**src/rtl/adc_dbg_pkg.sv**
```systemverilog
// Shared types and constants for the ADC snapshot-capture / UART dump path.
package adc_dbg_pkg;

    typedef enum logic [2:0] {
        IDLE,
        CAPTURE,
        TX_HDR0,
        TX_HDR1,
        TX_DATA,
        TX_CHK
    } state_t;

    localparam logic [7:0] HDR0_DEFAULT = 8'hA5;
    localparam logic [7:0] HDR1_DEFAULT = 8'h5A;

    // 65 MHz / 115200 baud, rounded
    localparam int CLKS_PER_BIT_115200 = 564;

    function automatic int addr_width(input int depth);
        return (depth > 1) ? $clog2(depth) : 1;
    endfunction

endpackage

```
**src/rtl/uart_byte_tx.sv**
```systemverilog
// 8N1 byte serialiser; ready rises in the last cycle of the stop bit so bytes can be chained gap-free.
module uart_byte_tx #(
    parameter int CLKS_PER_BIT = 564
) (
    input  logic       CLK_65M,
    input  logic       RST_n,
    input  logic [7:0] data,
    input  logic       load,
    output logic       ready,
    output logic       tx
);

    localparam int BW = (CLKS_PER_BIT > 1) ? $clog2(CLKS_PER_BIT) : 1;
    localparam logic [BW-1:0] BAUD_LAST = BW'(CLKS_PER_BIT - 1);

    logic          active;
    logic [3:0]    bit_idx;
    logic [BW-1:0] baud_cnt;
    logic [7:0]    shreg;
    logic          bit_end;

    assign bit_end = (baud_cnt == BAUD_LAST);
    assign ready   = !active || ((bit_idx == 4'd9) && bit_end);

    // bit_idx: 0 = start bit, 1..8 = data LSB first, 9 = stop bit
    always_ff @(posedge CLK_65M) begin
        if (!RST_n) begin
            active   <= 1'b0;
            bit_idx  <= 4'd0;
            baud_cnt <= '0;
            shreg    <= 8'd0;
            tx       <= 1'b1;
        end else if (load && ready) begin
            active   <= 1'b1;
            shreg    <= data;
            bit_idx  <= 4'd0;
            baud_cnt <= '0;
            tx       <= 1'b0;
        end else if (active) begin
            if (bit_end) begin
                baud_cnt <= '0;
                if (bit_idx == 4'd9) begin
                    active  <= 1'b0;
                    bit_idx <= 4'd0;
                    tx      <= 1'b1;
                end else begin
                    bit_idx <= bit_idx + 4'd1;
                    if (bit_idx == 4'd8) begin
                        tx <= 1'b1;
                    end else begin
                        tx    <= shreg[0];
                        shreg <= {1'b0, shreg[7:1]};
                    end
                end
            end else begin
                baud_cnt <= baud_cnt + 1'b1;
            end
        end
    end

endmodule

```
**src/rtl/adc_capture_uart.sv**
```systemverilog
// Captures DEPTH (optionally decimated) samples on start, then dumps HDR0,HDR1,data...,checksum over UART.
module adc_capture_uart
    import adc_dbg_pkg::*;
#(
    parameter int         DEPTH        = 256,
    parameter int         DECIM        = 1,
    parameter int         CLKS_PER_BIT = CLKS_PER_BIT_115200,
    parameter logic [7:0] HDR0         = HDR0_DEFAULT,
    parameter logic [7:0] HDR1         = HDR1_DEFAULT
) (
    input  logic       CLK_65M,
    input  logic       RST_n,
    input  logic [7:0] sample_in,
    input  logic       sample_valid,
    input  logic       start,
    output logic       uart_tx,
    output logic       busy,
    output logic       done
);

    localparam int            AW        = addr_width(DEPTH);
    localparam logic [AW-1:0] ADDR_LAST = AW'(DEPTH - 1);
    localparam logic [7:0]    DEC_LAST  = 8'(DECIM - 1);

    state_t        state;
    logic [AW-1:0] wr_addr;
    logic [AW-1:0] rd_addr;
    logic [7:0]    dec_cnt;
    logic [7:0]    checksum;
    logic [7:0]    rd_data;
    logic [7:0]    tx_data;
    logic          chk_sent;
    logic          tx_load;
    logic          tx_ready;
    logic          wr_en;

    logic [7:0] mem [DEPTH];

    assign wr_en = (state == CAPTURE) && sample_valid && (dec_cnt == 8'd0);

    // Simple dual-port RAM; the read runs every cycle so the next data byte is ready well before it is loaded.
    always_ff @(posedge CLK_65M) begin
        if (wr_en) begin
            mem[wr_addr] <= sample_in;
        end
        rd_data <= mem[rd_addr];
    end

    always_comb begin
        tx_load = 1'b0;
        tx_data = HDR0;
        case (state)
            TX_HDR0: begin
                tx_load = tx_ready;
                tx_data = HDR0;
            end
            TX_HDR1: begin
                tx_load = tx_ready;
                tx_data = HDR1;
            end
            TX_DATA: begin
                tx_load = tx_ready;
                tx_data = rd_data;
            end
            TX_CHK: begin
                tx_load = tx_ready && !chk_sent;
                tx_data = checksum;
            end
            default: begin
                tx_load = 1'b0;
                tx_data = HDR0;
            end
        endcase
    end

    // Each TX state names the byte to hand over next; TX_CHK then waits for the checksum's stop bit to end.
    always_ff @(posedge CLK_65M) begin
        if (!RST_n) begin
            state    <= IDLE;
            busy     <= 1'b0;
            done     <= 1'b0;
            wr_addr  <= '0;
            rd_addr  <= '0;
            dec_cnt  <= 8'd0;
            checksum <= 8'd0;
            chk_sent <= 1'b0;
        end else begin
            done <= 1'b0;
            case (state)
                IDLE: begin
                    if (start) begin
                        state    <= CAPTURE;
                        busy     <= 1'b1;
                        wr_addr  <= '0;
                        rd_addr  <= '0;
                        dec_cnt  <= 8'd0;
                        checksum <= 8'd0;
                        chk_sent <= 1'b0;
                    end
                end
                CAPTURE: begin
                    if (sample_valid) begin
                        dec_cnt <= (dec_cnt == DEC_LAST) ? 8'd0 : dec_cnt + 8'd1;
                        if (dec_cnt == 8'd0) begin
                            if (wr_addr == ADDR_LAST) begin
                                state <= TX_HDR0;
                            end else begin
                                wr_addr <= wr_addr + 1'b1;
                            end
                        end
                    end
                end
                TX_HDR0: begin
                    if (tx_load) begin
                        state <= TX_HDR1;
                    end
                end
                TX_HDR1: begin
                    if (tx_load) begin
                        state <= TX_DATA;
                    end
                end
                TX_DATA: begin
                    if (tx_load) begin
                        checksum <= checksum + rd_data;
                        rd_addr  <= rd_addr + 1'b1;
                        if (rd_addr == ADDR_LAST) begin
                            state <= TX_CHK;
                        end
                    end
                end
                TX_CHK: begin
                    if (tx_load) begin
                        chk_sent <= 1'b1;
                    end else if (chk_sent && tx_ready) begin
                        state <= IDLE;
                        busy  <= 1'b0;
                        done  <= 1'b1;
                    end
                end
                default: begin
                    state <= IDLE;
                    busy  <= 1'b0;
                end
            endcase
        end
    end

    uart_byte_tx #(
        .CLKS_PER_BIT(CLKS_PER_BIT)
    ) u_tx (
        .CLK_65M(CLK_65M),
        .RST_n  (RST_n),
        .data   (tx_data),
        .load   (tx_load),
        .ready  (tx_ready),
        .tx     (uart_tx)
    );

endmodule

```
**config.mk**
```make
export PLATFORM = sky130hd
export DESIGN_NAME = adc_capture_uart
export DESIGN_NICKNAME = d
export VERILOG_FILES = /design/src/rtl/adc_dbg_pkg.sv /design/src/rtl/uart_byte_tx.sv /design/src/rtl/adc_capture_uart.sv
export SDC_FILE = /design/constraint.sdc
export NUM_CORES = 2
export LEC_CHECK = 0
export CORE_UTILIZATION = 25
export CTS_BUF_LIST = sky130_fd_sc_hd__clkbuf_16
export DETAILED_ROUTE_END_ITERATION = 8
export GPL_ROUTABILITY_DRIVEN = 0
export PLACE_DENSITY_LB_ADDON = 0.15
export SETUP_SLACK_MARGIN = 0.2
export SLEW_MARGIN = 20
export SYNTH_ARGS = -nofsm -noshare
export SYNTH_HDL_FRONTEND = slang
export SYNTH_SLANG_ARGS = --single-unit
```
**constraint.sdc**
```tcl
create_clock -name CLK_65M -period 3.79 [get_ports CLK_65M]
set_input_delay 0.5685 -clock CLK_65M [delete_from_list [all_inputs] [get_ports CLK_65M]]
set_output_delay 0.5685 -clock CLK_65M [all_outputs]
set_load 0.02 [all_outputs]
```
### Yosys cells after proc, flatten, opt, wreduce, memory -nomap -nowiden

Memory sizes are Yosys's and may differ from the RTL's. A register that Yosys moved wholly into a read port is not among the register bits.
Cells that the tools add are included.

* add/sub/neg operators: 6
* equality and inequality tests: 24
* multiplexer cells: 51
* bitwise operators: 3
* reductions and logical operators: 29

Operators with widths (number)
* $mux 8: 13
* $pmux 8 s2: 4
* $mux 3: 10
* $add 8x1->8 const B: 3
* $pmux 8 s3: 1
* $pmux 3 s6: 1
* $mux 1: 17
* $eq 8x8->1 const B: 2
* $ne 2x1->1 const B: 7
* $ne 2x2->1 const B: 7
* $add 10x1->10 const B: 1
* $eq 10x10->1 const B: 1
* $mux 10: 1
* $reduce_and 10->1: 1
* $reduce_bool 2->1: 5
* $reduce_and 3->1: 3
* $add 8x8->8: 1
* $eq 4x4->1 const B: 2
* $logic_not 8->1: 1
* $reduce_and 4->1: 2
* $eq 3x2->1 const B: 2
* $eq 3x3->1 const B: 2
* $logic_and 1x1->1: 6
* $reduce_or 3->1: 2
* 13 further kinds: 18

* register bits: 62
* memory bits (writable): 2048
* input bits: 12
* word-level logic and storage cells: 127
* memories: 1

Memories
* mem: words 256, bits a word 8, rd ports 1, clocked after Yosys merged registers in 1, write ports 1, line adc_capture_uart.sv:37 `logic [7:0] mem [DEPTH];`

### Depth between registers and ports, before layout

* depth after elaboration: 8
* depth in mapped cells: 12

### Hierarchy

From an unflattened synthesis, not the netlist that was laid out.

* cell total of the unflattened synthesis: 4163
* area, all modules: 83259.9 um^2

By module, submodules not included
* adc_capture_uart: instances 1, cells an instance 4032, area each 82061.2 um^2
* uart_byte_tx: instances 1, cells an instance 131, area each 1198.6 um^2

### Worst setup path after synthesis

OpenSTA, ideal clock, no wires.

* path kind: register to register
* start: register dec_cnt[0]
* end: memory mem[198][0], enable pin
* library setup time: 0.370 ns
* data arrival time: 2.257 ns
* required time: 3.420 ns
* slack: 1.163 ns
* cell stages (with the launch flop): 10
* clock period less this slack: 2.627 ns
* path through: dfxtp_1 > inv_1 > ha_1 > nor4b_1 > and2_1 > nand4_1 > nor3_1 > nand2_1 > clkbuf_1 > nor2_1

* longest elaborated chain between the ends: 4

Ends and longest elaborated chain
* from (decl): line adc_capture_uart.sv:28 `logic [7:0] dec_cnt;`
* from (signal assigned): line adc_capture_uart.sv:103 `dec_cnt <= (dec_cnt == DEC_LAST) ? 8'd0 : dec_cnt + 8'd1;`
* $logic_not 8->1: line adc_capture_uart.sv:39 `assign wr_en = (state == CAPTURE) && sample_valid && (dec_cnt == 8'd0);`
* $logic_and 1x1->1: line adc_capture_uart.sv:39
* $mux 1: line adc_capture_uart.sv:43 `if (wr_en) begin`
* $mux 1 (not written as such): line adc_capture_uart.sv:44 `mem[wr_addr] <= sample_in;`
* to (decl): line adc_capture_uart.sv:37

No other way between the ends.

==> results by stage <==
STA:
- Setup violations remaining at the end of the flow were counted as 0.
- The transition at the pin with the smallest max-transition slack is 1080 ps.
- For the finished layout, the period the worst path requires is 3470 ps.
- The final-report max-slew violation count came to 0.
- Adding up every negative setup slack in the final design gives 0 ps.
- The final worst setup slack is 320 ps.
- The final period utilization is 0.915.
- Clock skew on the completed layout was measured at 77.6 ps.
- The number of endpoints with negative hold slack in the final report was 0.
- In this run the tightest slew margin relative to its limit is 0.282.
- Setup repair after global routing left no endpoint under its margin.
- Based on the critical path, the design can be clocked at up to 288 MHz.

Global route:
- Across every metal layer, demand over resource in global routing totals 0.164.
- The wire length of the first global-routing pass is 381,000 microns.
- After global routing the overflow that remains totals 0.
- The via count of the first global-routing pass came to 45,015.
- Entering global routing, the biggest net connects 100 pins.
- The number of antenna violations at the first check in global routing is 18.

Detailed routing:
- Dividing the detail-routed wire length by the instance count gives 29.6 microns.
- The highest layer touched by signal routing is met4.
- Using the TritonRoute via totals, the vias-per-cell ratio works out to 4.70.
- For this run, design rule violations remaining after detail routing come to 0.
- The count of TritonRoute iterations in the first routing pass is 5.
- The routed layout has 43,859 vias.
- Detailed routing placed a total of 12,400 microns of wire on met3.
- The detailed router put a total of 128,000 microns of wire on met1.
- The post-detailed-route count of antenna-violating nets is 0.
- For this block, the routed nets add up to 276,000 microns of wire.
- The violation count after the first detailed-routing iteration is 4,221.
- In the detailed route, the total length drawn on met2 is 131,000 microns.

Logic synthesis:
- The share of async-settable or async-resettable flops after synthesis is 0.
- The sequential element share of the synthesized area is 0.759.
- The most instantiated flip-flop cell in the synthesis netlist is edfxtp_1.
- By area the synthesized netlist is led by edfxtp_1, mux4_2, mux2i_1.
- The area share of the largest cell type after synthesis is 0.742.
- The number of enable-type register cells in the synthesized netlist is 2,048.
- Counting every net in the synthesized netlist gives 4,199.
- The flip-flop and latch count after synthesis is 2,118.
- Of all cell types, the one taking the most synthesized area is edfxtp_1.
- edfxtp_1 is the most common cell in the netlist.
- The synthesized netlist occupies a cell area of 0.0828 sq mm.
- The count of mapped cells out of synthesis is 4,171.
- In the synthesized netlist, the cells that appear most often are edfxtp_1, mux4_2, nor2_1, mux2i_1, a21oi_1.
- The total of warnings raised by yosys is 0.
- The post-synthesis cell type count is 76.
- Each instance of the synthesized netlist takes up on average 19.9 sq um.

Cells and area:
- The growth of design area from synthesis to finish is 20.5%.
- The layout filler cell count is 32,067.
- In the final layout, the share of cells above drive strength 1 is 0.289.
- For this run, the post-layout net count is 4,805.

Setup path:
- For the worst setup path, the data arrival time is 4240 ps.
- The destination of the worst register-to-register timing path is rd_data[5].
- At the worst endpoint, the required time is 4570 ps.
- The worst setup path is launched from a flip-flop.
- The reg2reg setup slack is 320 ps.
- The top fanout value on the critical path is 39.
- The classification of the worst setup path is flip-flop to flip-flop.
- The start point of the critical path is rd_addr[1].
- STA classifies the critical path endpoint as a flip-flop.
- The cell count of the worst reg-to-reg path is 9.
- The reg-to-reg critical path startpoint is rd_addr[1].

Clock tree:
- At the later pin of the worst-skew pair, clock insertion delay measures 930 ps.
- The number of clock sinks seen by CTS is 2,118.
- The tree is rooted in a clkbuf_16.
- TritonCTS created 237 clock buffers.
- The clock-pin transition on the worst setup and hold timing paths is 60 ps.
- CTS built an H-tree with a depth of 4.
- TritonCTS built the clock tree.
- The longest clock path from root to sink contains 4 buffers.

Hold path:
- The tightest min-delay check is of the input port to flip-flop type.
- The startpoint identified for the worst hold timing path is sample_in[3].
- The number of cells on the worst hold path is 1.
- The endpoint of the worst hold path is mem[23][3].

Die:
- The area enclosed by the die boundary is 0.334 sq mm.
- The initialized floorplan defines 210 standard-cell rows.
- The overall die height is 578 microns.
- Measured along the x axis, the die boundary spans 578 microns.
- During I/O placement, the number of pins put on the boundary was 15.
- The core region is 0.328 sq mm.
- The initial cell density of the core is 0.252.

Placed design:
- The count of buffers added on input and output ports is 14.
- Summed over all nets, the half-perimeter wirelength after detailed placement is 177,000 microns.
- The post-placement worst setup slack is -201 ps.

Power and ir drop:
- The power per unit of standard cell area is 497 mW/mm^2.
- The static leakage power is 30.6 nW.
- Across the VDD grid, the largest voltage drop is 413 uV.

Run:
- The tool flagged a number of max-cap violations equal to 0.

Run status:
- The flow ran to the end, and the final reports show no timing, DRC or antenna violations.
state kept, by name, summed over array words and instances, names as in the netlist, 8 cells and up:
register       flops
checksum           8
u_tx.baud_cnt     10
u_tx.shreg         8
rd_data            8
rd_addr            8
wr_addr            8
dec_cnt            8
mem             2048
stage by stage:
stage	cell area [sq um]	util	hold WS [ps]	power, mW	std cells
floorplan	82800	-	444	27.0	4171
global placement	92300	0.281	456	28.1	8877
detailed placement	92300	0.281	460	28.1	8878
CTS	99800	0.304	27.8	50.3	9320
global route	99800	0.304	40.2	51.1	9322
finish	99800	0.304	74.8	49.6	9324
logic make-up after synthesis:
group                      synth area share
buffers and inverters                0.0176
AOI/OAI and AO/OA                    0.0379
and+or+nand+nor                      0.0334
DFF                                   0.759
xor gates and xnor gates            0.00349
adders and majority gates           0.00251
muxes                                 0.146
cell usage in the layout (no fill, tap or decap), types with 9 or more instances in the layout:
cell / instances
buf_8: 9
xor2_1: 17
clkinv_2: 54
nor3_1: 22
buf_12: 55
mux2i_1: 192
and3_1: 9
inv_1: 62
o221ai_1: 16
a211oi_1: 26
a22o_1: 15
nand3_1: 54
a21oi_1: 122
nand2_1: 101
a22oi_1: 57
a221oi_1: 49
o21ai_0: 39
nand2b_1: 10
dfxtp_1: 63
clkinv_1: 66
a31oi_1: 14
mux2_2: 13
o22ai_1: 32
mux4_2: 444
xnor2_1: 16
buf_4: 540
ha_1: 15
o211ai_1: 14
nor2_1: 337
a311oi_1: 9
edfxtp_1: 2048
nand4_1: 18
nor2b_1: 17
bufinv_16: 13
clkbuf_16: 238
timing repair:
| action | CTS | global route |
|---|---|---|
| setup buffers | 5 | 1 |
| gates resized for setup | 5 | 3 |
| pin swaps | 0 | 1 |
| endpoints found under the setup margin | 191 | 466 |
| gates cloned | 0 | 0 |
| hold buffers | 0 | 0 |
final cells by class:
class / count / area (sq um) / area share
diodes: 3 / 7.51 / 0.0000752
clock buffers: 238 / 5960 / 0.0597
repair buffers: 611 / 5380 / 0.0539
clock inverters: 199 / 1390 / 0.0139
inverters: 18 / 67.6 / 0.000677
multi-input cells: 1791 / 18700 / 0.187
flip-flops and latches: 2118 / 62900 / 0.630
well taps: 4346 / 5440 / 0.0545
routing by layer:
| layer | vias up | global-route usage |
|---|---|---|
| met4 | 0 | 0.0347 |
| met3 | 299 | 0.0196 |
| met5 | - | 0 |
| met1 | 23985 | 0.236 |
| li1 | 18452 | - |
| met2 | 1123 | 0.265 |
power by group:
group,internal (mW),switching (mW),leakage [nW],total [mW]
logic,0.495,1.30,7.79,1.80
clock network,12.3,9.72,3.79,22.0
registers,25.7,0.0953,19.0,25.8
total,38.5,11.1,30.6,49.6
how the worst max path moves through the flow:
stage / to / slack, ps
final: rd_data[5] / 320
after global routing: rd_data[2] / 280
after CTS: mem[30][6] / 210
after detailed placement: rd_data[7] / -200
after global placement: rd_data[0] / -630
after floorplan: mem[198][0] / 1160
critical path, cell delays in order, from the launching register on:
cell and delay [ps]:
dfxtp_4 520, buf_12 230, buf_12 280, mux2_2 380, nand3_1 90, o311ai_0 180
a21oi_1 230, a21oi_1 220, a221oi_1 970, o32ai_1 190
Power figures use the tool's default switching activity.
